[config.mk]
export PLATFORM = sky130hd
export DESIGN_NAME = booth_mul_sched
export DESIGN_NICKNAME = d
export VERILOG_FILES = /design/src/rtl/booth_mul_sched.sv
export SDC_FILE = /design/constraint.sdc
export NUM_CORES = 1
export LEC_CHECK = 0
export ABC_AREA = 1
export CAP_MARGIN = 15
export CORE_ASPECT_RATIO = 0.5
export CORE_UTILIZATION = 43
export CTS_BUF_LIST = sky130_fd_sc_hd__clkbuf_16
export DETAILED_ROUTE_END_ITERATION = 16
export HOLD_SLACK_MARGIN = 0.08
export PLACE_DENSITY = 0.89
export SETUP_SLACK_MARGIN = 0.4
export SLEW_MARGIN = 0
export SYNTH_ARGS = -nofsm -noshare
export SYNTH_HDL_FRONTEND = slang
export SYNTH_SLANG_ARGS = --single-unit
[constraint.sdc]
create_clock -name clk -period 1.9 [get_ports clk]
set_input_delay 0.38 -clock clk [delete_from_list [all_inputs] [get_ports clk]]
set_output_delay 0.38 -clock clk [all_outputs]
set_load 0.01 [all_outputs]
[src/rtl/booth_mul_sched.sv]
// Round-robin scheduler sharing one fixed-latency sequential Booth multiplier among NREQ requesters.
// Optional MUL_SCHED_ABORT_EN: a granted requester dropping req during RUN aborts its operation.
module booth_mul_sched #(
  parameter int N       = 5,
  parameter int NREQ    = 4,
  parameter int MUL_LAT = N + 2
) (
  input  logic              clk,
  input  logic              rst,
  input  logic [NREQ-1:0]   req,
  input  logic [NREQ*N-1:0] a_in,
  input  logic [NREQ*N-1:0] b_in,
  output logic [NREQ-1:0]   gnt,
  output logic [NREQ-1:0]   done,
  output logic [2*N-1:0]    product_out,
  output logic              busy,
  output logic [N-1:0]      mul_a,
  output logic [N-1:0]      mul_b,
  output logic              mul_clr,
  input  logic [2*N-1:0]    mul_product
);

  localparam int IW = (NREQ > 1) ? $clog2(NREQ) : 1;
  localparam int CW = $clog2(MUL_LAT + 1);

  typedef enum logic [1:0] {IDLE, LOAD, RUN, DONE} state_t;

  state_t        state, state_nxt;
  logic [IW-1:0] ptr, id, pick, idx, nxt_id;
  logic          pick_vld;
  int            idx_i;
  logic [CW-1:0] cnt;
  logic          run_end, abort;

  // Scan from the farthest position back to the pointer so the nearest set bit wins.
  always_comb begin
    pick     = '0;
    pick_vld = 1'b0;
    idx      = '0;
    idx_i    = 0;
    for (int k = NREQ - 1; k >= 0; k--) begin
      idx_i = (int'(ptr) + k) % NREQ;
      idx   = IW'(idx_i);
      if (req[idx]) begin
        pick     = idx;
        pick_vld = 1'b1;
      end
    end
  end

  assign run_end = (cnt == CW'(MUL_LAT - 1));
  assign nxt_id  = (id == IW'(NREQ - 1)) ? '0 : id + 1'b1;

`ifdef MUL_SCHED_ABORT_EN
  assign abort = ~req[id];
`else
  assign abort = 1'b0;
`endif

  always_ff @(posedge clk or negedge rst) begin
    if (!rst) state <= IDLE;
    else      state <= state_nxt;
  end

  always_comb begin
    state_nxt = state;
    case (state)
      IDLE:    if (pick_vld) state_nxt = LOAD;
      LOAD:    state_nxt = RUN;
      RUN: begin
        if (abort)        state_nxt = IDLE;
        else if (run_end) state_nxt = DONE;
      end
      DONE:    state_nxt = IDLE;
      default: state_nxt = IDLE;
    endcase
  end

  always_comb begin
    busy    = (state != IDLE);
    mul_clr = (state != RUN);
    done    = (state == DONE) ? gnt : '0;
  end

  always_ff @(posedge clk or negedge rst) begin
    if (!rst) begin
      gnt         <= '0;
      id          <= '0;
      ptr         <= '0;
      cnt         <= '0;
      mul_a       <= '0;
      mul_b       <= '0;
      product_out <= '0;
    end else begin
      case (state)
        IDLE: begin
          if (pick_vld) begin
            id    <= pick;
            gnt   <= NREQ'(1) << pick;
            mul_a <= a_in[pick*N +: N];
            mul_b <= b_in[pick*N +: N];
          end
        end
        LOAD: cnt <= '0;
        RUN: begin
          cnt <= cnt + 1'b1;
          if (abort) begin
            gnt <= '0;
            ptr <= nxt_id;
          end else if (run_end) begin
            product_out <= mul_product;
          end
        end
        DONE: begin
          gnt <= '0;
          ptr <= nxt_id;
        end
        default: ;
      endcase
    end
  end

endmodule

Word level (Yosys, flattened, before mapping):

Index checks and enable logic that the tools add are counted.
W data, S select, Z words.

* word-level logic and storage cells: 61
* bits in registers: 33
* input bits: 56
* output and inout bits: 30

* equality and inequality tests: 8
* multiplexer cells: 24
* reduce and logical (&&, ||, !) cells: 8
* shifts and indexed selects: 3
* magnitude comparators: 4
* $mul: 1
* add/subtract/negate cells: 5

Operators by type and width (count)
* $shiftx A20 B6 Y5: 2
* $mux W2: 7
* $lt A2 B3 Y1 const B: 4
* $bmux W1 S2: 4
* $mux W1: 8
* $mux W4: 2
* $pmux W2 S4: 1
* $pmux W4 S2: 1
* $reduce_and A2 Y1: 4
* $eq A2 B2 Y1 const B: 3
* $ne A2 B2 Y1 const B: 3
* $pmux W3 S2: 1
* $reduce_bool A2 Y1: 3
* $mul A2 B3 Y5 const B: 1
* $add A2 B1 Y2 const B: 2
* $add A2 B2 Y2 const B: 2
* $shl A1 B2 Y4 const A: 1
* $add A3 B1 Y3 const B: 1
* $eq A3 B3 Y1 const B: 1
* $eq A2 B1 Y1 const B: 1
* $logic_not A2 Y1: 1

Logic depth before layout (Yosys ltp):

* depth in word-level cells: 10
* gate-level depth with buffers: 14
* depth with buffers taken out: 12

Worst setup path before layout:

Ideal clock, no wire load.

* path type: flip-flop to flip-flop
* start: reg ptr[0]
* end: reg mul_a[0]
* buffers on the path: 2
* arrival: 1405 ps
* library setup time: 124 ps
* clock period less this slack: 1529 ps
* data required time: 1776 ps
* cell stages (with the launch flop): 13
* slack: 371 ps
* path through: dfrtp_1 buf_6 inv_6 nand2_2 nand3_2 nand2_2 nor2_1 nand2_1 nand2_2 inv_1 buf_4 nand3_1 nand3_1

* longest elaborated chain between the ends: 9
* elaborated cells on any way between the ends: 22
* those cells by class: 3 x add/sub; 1 x mul; 1 x shift; 16 x mux; 1 x reduce/logical

Ends and longest elaborated chain
* start, declared: RTL line 29 `logic [IW-1:0] ptr, id, pick, idx, nxt_id;`
* start signal, assigned: RTL line 109 `ptr <= nxt_id;`
* start signal, assigned: RTL line 116 `ptr <= nxt_id;`
* $add A2 B2 Y2: RTL line 42 `idx_i = (int'(ptr) + k) % NREQ;`
* $bmux W1 S2: RTL line 44 `if (req[idx]) begin`
* $mux W1 (implied by the code): RTL line 44
* $mux W2 (4 in a row): RTL line 44
* $mul A2 B3 Y5: RTL line 100 `mul_a <= a_in[pick*N +: N];`
* $shiftx A20 B6 Y5: RTL line 100
* end signal, assigned: RTL line 100
* end, declared: RTL line 17 `output logic [N-1:0] mul_a,`

Parallel ways exist; a longest one is shown, timed or not. The select of a mux whose other input is x is not followed.
A chain may end at the register's enable or synchronous reset.

Worst setup path after layout:

* start: reg ptr[0]
* end: reg mul_b[4]

* longest elaborated chain between the ends: 9
* elaborated cells on any way between the ends: 22
* those cells by class: 3 x add/sub; 1 x mul; 1 x shift; 16 x mux; 1 x reduce/logical

Ends and longest elaborated chain
* $add A2 B2 Y2: RTL line 42
* $bmux W1 S2: RTL line 44
* $mux W1 (implied by the code): RTL line 44
* $mux W2 (4 in a row): RTL line 44
* $mul A2 B3 Y5: RTL line 101 `mul_b <= b_in[pick*N +: N];`
* $shiftx A20 B6 Y5: RTL line 101
* end signal, assigned: RTL line 101
* end, declared: RTL line 18 `output logic [N-1:0] mul_b,`

Parallel ways exist; a longest one is shown, timed or not. The select of a mux whose other input is x is not followed.

==> results <==
[registers in the layout, indices dropped and copies added, names as in the netlist]
signal / count
state: 2
ptr: 2
mul_b: 5
mul_a: 5
cnt: 3
id: 2
product_out: 10
gnt: 4
[placed cells by master (no fill, tap or decap), types with 3 or more instances in the layout]
cell / count
sky130_fd_sc_hd__buf_12: 7
sky130_fd_sc_hd__ha_4: 3
sky130_fd_sc_hd__nand3_2: 28
sky130_fd_sc_hd__inv_4: 5
sky130_fd_sc_hd__o21ai_1: 3
sky130_fd_sc_hd__inv_1: 22
sky130_fd_sc_hd__nand2_4: 14
sky130_fd_sc_hd__mux2_2: 10
sky130_fd_sc_hd__clkdlybuf4s50_1: 51
sky130_fd_sc_hd__nand2_2: 18
sky130_fd_sc_hd__inv_2: 7
sky130_fd_sc_hd__o21ai_0: 5
sky130_fd_sc_hd__dlygate4sd2_1: 28
sky130_fd_sc_hd__buf_4: 25
sky130_fd_sc_hd__clkbuf_16: 6
sky130_fd_sc_hd__buf_16: 4
sky130_fd_sc_hd__nand2_1: 52
sky130_fd_sc_hd__ha_1: 3
sky130_fd_sc_hd__nand3b_1: 10
sky130_fd_sc_hd__nand3_4: 8
sky130_fd_sc_hd__dfrtp_1: 31
sky130_fd_sc_hd__buf_6: 16
sky130_fd_sc_hd__nand2_8: 4
sky130_fd_sc_hd__nand3_1: 16
[cells by family after synthesis]
| logic type | Yosys count | share of synthesized area |
|---|---|---|
| adder cells (fa/ha/maj) | 6 | 0.0363 |
| AND/OR/NAND/NOR | 152 | 0.348 |
| multiplexers | 10 | 0.0544 |
| XOR/XNOR | 1 | 0.00424 |
| AO/OA/AOI/OAI | 17 | 0.0514 |
| buffers and inverters | 47 | 0.106 |
| flip-flops | 33 | 0.399 |
[timing repair]
| action | CTS | global route |
|---|---|---|
| gates cloned | 7 | 1 |
| gates resized for setup | 122 | 71 |
| setup buffers | 26 | 5 |
| endpoints found under the setup margin | 58 | 24 |
| pin swaps | 35 | 34 |
[final timing paths]
path	end	slack, ps	cells past startpoint	startpoint
min in group clk	product_out[1]$_DFFE_PN0P_	500	1	product_out[1]$_DFFE_PN0P_
max in group asynchronous	ptr[0]$_DFFE_PN0P_	1030	2	rst
setup / recovery	mul_b[4]$_DFFE_PN0P_	-140	13	ptr[0]$_DFFE_PN0P_
hold / removal	gnt[0]$_DFFE_PN0P_	500	2	rst
setup reg to reg	mul_b[4]$_DFFE_PN0P_	-140	13	ptr[0]$_DFFE_PN0P_
hold reg to reg	product_out[1]$_DFFE_PN0P_	500	1	product_out[1]$_DFFE_PN0P_
[routing by layer]
| layer | vias to the layer above | share of wire |
|---|---|---|
| met5 | - | 0 |
| met4 | 0 | 0.10 |
| met3 | 163 | 0.13 |
| met2 | 371 | 0.42 |
| met1 | 1357 | 0.35 |
| li1 | 1132 | - |
[through the flow]
step / cell area [sq um] / setup WS (ps)
2_1_floorplan: 2110 / 401
3_3_place_gp: 3060 / -134
3_5_place_dp: 3060 / -202
4_1_cts: 3780 / 163
5_1_grt: 4140 / -413
6_report: 4140 / -143
[where the power goes]
group	total [mW]	leakage [nW]	switching [mW]	internal, mW
sequential	1.21	0.404	0.252	0.962
combinational	6.87	1.52	3.89	2.98
clock	0.828	0.0687	0.353	0.475
[cell type report]
cell class,count,area share
tap,66,0.0199
timing repair buffer,134,0.343
sequential,33,0.200
multi-input combinational,188,0.366
inverter,36,0.0387
clock inverter,3,0.00302
clock buffer,5,0.0302
==> PnR_summary.wiki <==
{| class="wikitable"
! Metric !! Value
|-
| Outcome || finished with violations
|-
| Violated checks || setup timing
|-
| Relative slew slack || 0.609
|-
| Aggregate routed wire length || roughly 12000 um
|-
| Residual overflow from global routing || 0
|-
| Number of global-route vias before repair || 2779
|-
| Pin count of the biggest net entering global routing || 34
|-
| Power density over the cells || 2150 nW/um^2
|-
| Slowest stage cell on the critical path || sky130_fd_sc_hd__dfrtp_2
|-
| Final critical-path share of the clock period || 1.08
|-
| Highest achievable clock rate || 0.489 GHz
|-
| Path class of the lowest-slack min-delay path || in -> async
|-
| Height of the chip || 51.0 um
|-
| Number of filler instances in the final layout || 163
|-
| Critical path class || reg -> reg
|-
| # diodes || 0
|-
| Top Family by Delay on Critical Path || simple AND/OR/NAND/NOR gates
|-
| Largest fanout of any net on the critical path || 8
|-
| DIE WIDTH || ~100 um
|-
| Area of the core || 4510 sq um
|-
| Series of cell instances along the critical path || inv_8, nand2_4, nand3_2, nand2_4, inv_2, nand2_4, nand3_4, buf_12, buf_16, nand3_2, nand2_1, nand3_1, nand3_1
|-
| GR peak layer || met2
|-
| Clk_skew || 21.0 ps
|-
| Routability congestion estimate || between 0.8 and 0.9
|-
| Number of warnings printed during yosys synthesis || 0
|-
| Tightest Pin Transition || 583 ps
|-
| Met3 track utilization from global routing || 0.103
|-
| Setup WS post-layout || -143 ps
|-
| Worst Hold Slack || ~500 ps
|-
| Fraction of layout instances using a drive strength above 1 || 0.424
|-
| FF/Latch Area || 828 sq um
|-
| Top post-synthesis cells by area || sky130_fd_sc_hd__dfrtp_1 (40%), sky130_fd_sc_hd__nand2_1 (15%), sky130_fd_sc_hd__nand3_1 (12%), sky130_fd_sc_hd__inv_1 (5.8%), sky130_fd_sc_hd__mux2_2 (5.4%)
|-
| Asr flop ratio synth || 1.00
|-
| Layout Area Growth over Synthesis || 100%
|-
| Sinks on Clock Net || 33
|-
| Number of antenna violations at the first check in global routing || 0
|-
| Setup repair after global routing missed its margin || true
|-
| Most used standard cell by instance count after synthesis || sky130_fd_sc_hd__nand2_1
|-
| Sum of buffers and inverters on the critical path || 4
|-
| Number of routed nets with antenna violations || 0
|-
| Setup crit start kind || flip-flop
|-
| Final core occ || 0.918
|-
| Synthesized net count || 328
|-
| Most used flip-flop cell after synthesis || sky130_fd_sc_hd__dfrtp_1
|-
| Clock root buffer master || sky130_fd_sc_hd__clkbuf_16
|-
| Synth area leader || sky130_fd_sc_hd__dfrtp_1
|-
| Cts bufs inserted || 5
|-
| Die area || 5110 sq um
|-
| Global-route track usage on met2 || 0.644
|-
| Number of enable-type register cells in the synthesized netlist || 0
|-
| Final-layout setup total negative slack || -778 ps
|-
| Wire per inst || 25.7 um
|-
| Number of nets in the layout || 460
|-
| Required time at the worst-slack endpoint || ~2000 ps
|-
| Area of the multi-input gates || 1510 sq um
|-
| Worst Path Arrival || 2200 ps
|-
| Leak || 1.99 nW
|-
| Final number of setup-violating endpoints || 12
|-
| Placed insts || 418
|-
| Sequential fraction of the synthesis area || 0.399
|-
| CTS tree || yes
|-
| Starting DRT DRC Count || 596
|-
| Area of the mapped netlist || between 2000 and 2500 sq um
|-
| Post-detailed-route DRC marker count || 0
|-
| Most used standard cells in the synthesized netlist || sky130_fd_sc_hd__nand2_1 (80), sky130_fd_sc_hd__nand3_1 (48), sky130_fd_sc_hd__dfrtp_1 (33)
|-
| Post-layout instance count excluding filler cells || 465
|-
| Initial Util || 0.459
|-
| Number of buffers between clock root and the deepest sink || 2
|-
| Vias after detailed routing || between 3000 and 4000
|-
| Max-slew violation count || 0
|-
| Port-buffer cells || 85
|-
| Synth Register Bits || 33
|-
| Peak supply drop || about 1.2 mV
|-
| Most frequent CP cell || sky130_fd_sc_hd__nand2_4
|-
| Top-Level Pins || 86
|-
| Cell count after synthesis || 266
|-
| Floorplan row count || 17
|-
| Final number of hold-violating endpoints || 0
|-
| Global-route track usage on met1 || 0.410
|-
| Slowest Stage Delay on Critical Path || 520 ps
|-
| First-pass GRT wire length || roughly 14000 um
|-
| Mean Syn Cell Area || a little under 8 sq um
|-
| Global-route total usage across every layer || 0.369
|-
| Worst setup EP type || flip-flop
|-
| Clock insertion delay at the later pin of the skew report || 310 ps
|-
| Detail-routed via count per cell || 6.50
|-
| Clock transition time at the flip-flop clock pins of the worst setup and hold paths || about 80 ps
|-
| Power Total || 8.92 mW
|-
| Number of search-and-repair iterations in the first detailed-routing pass || 7
|-
| Crit path time final || ~2000 ps
|-
| Area share of the largest cell type after synthesis || 0.399
|-
| Number of hold buffers added after cts || 0
|-
| Max_cap viols || 0
|-
| H-tree depth || 2
|-
| Dpl hpwl || about 4400 um
|-
| Library cells used by synthesis || 26
|}
Note: power is estimated with default switching activity, not from simulation.
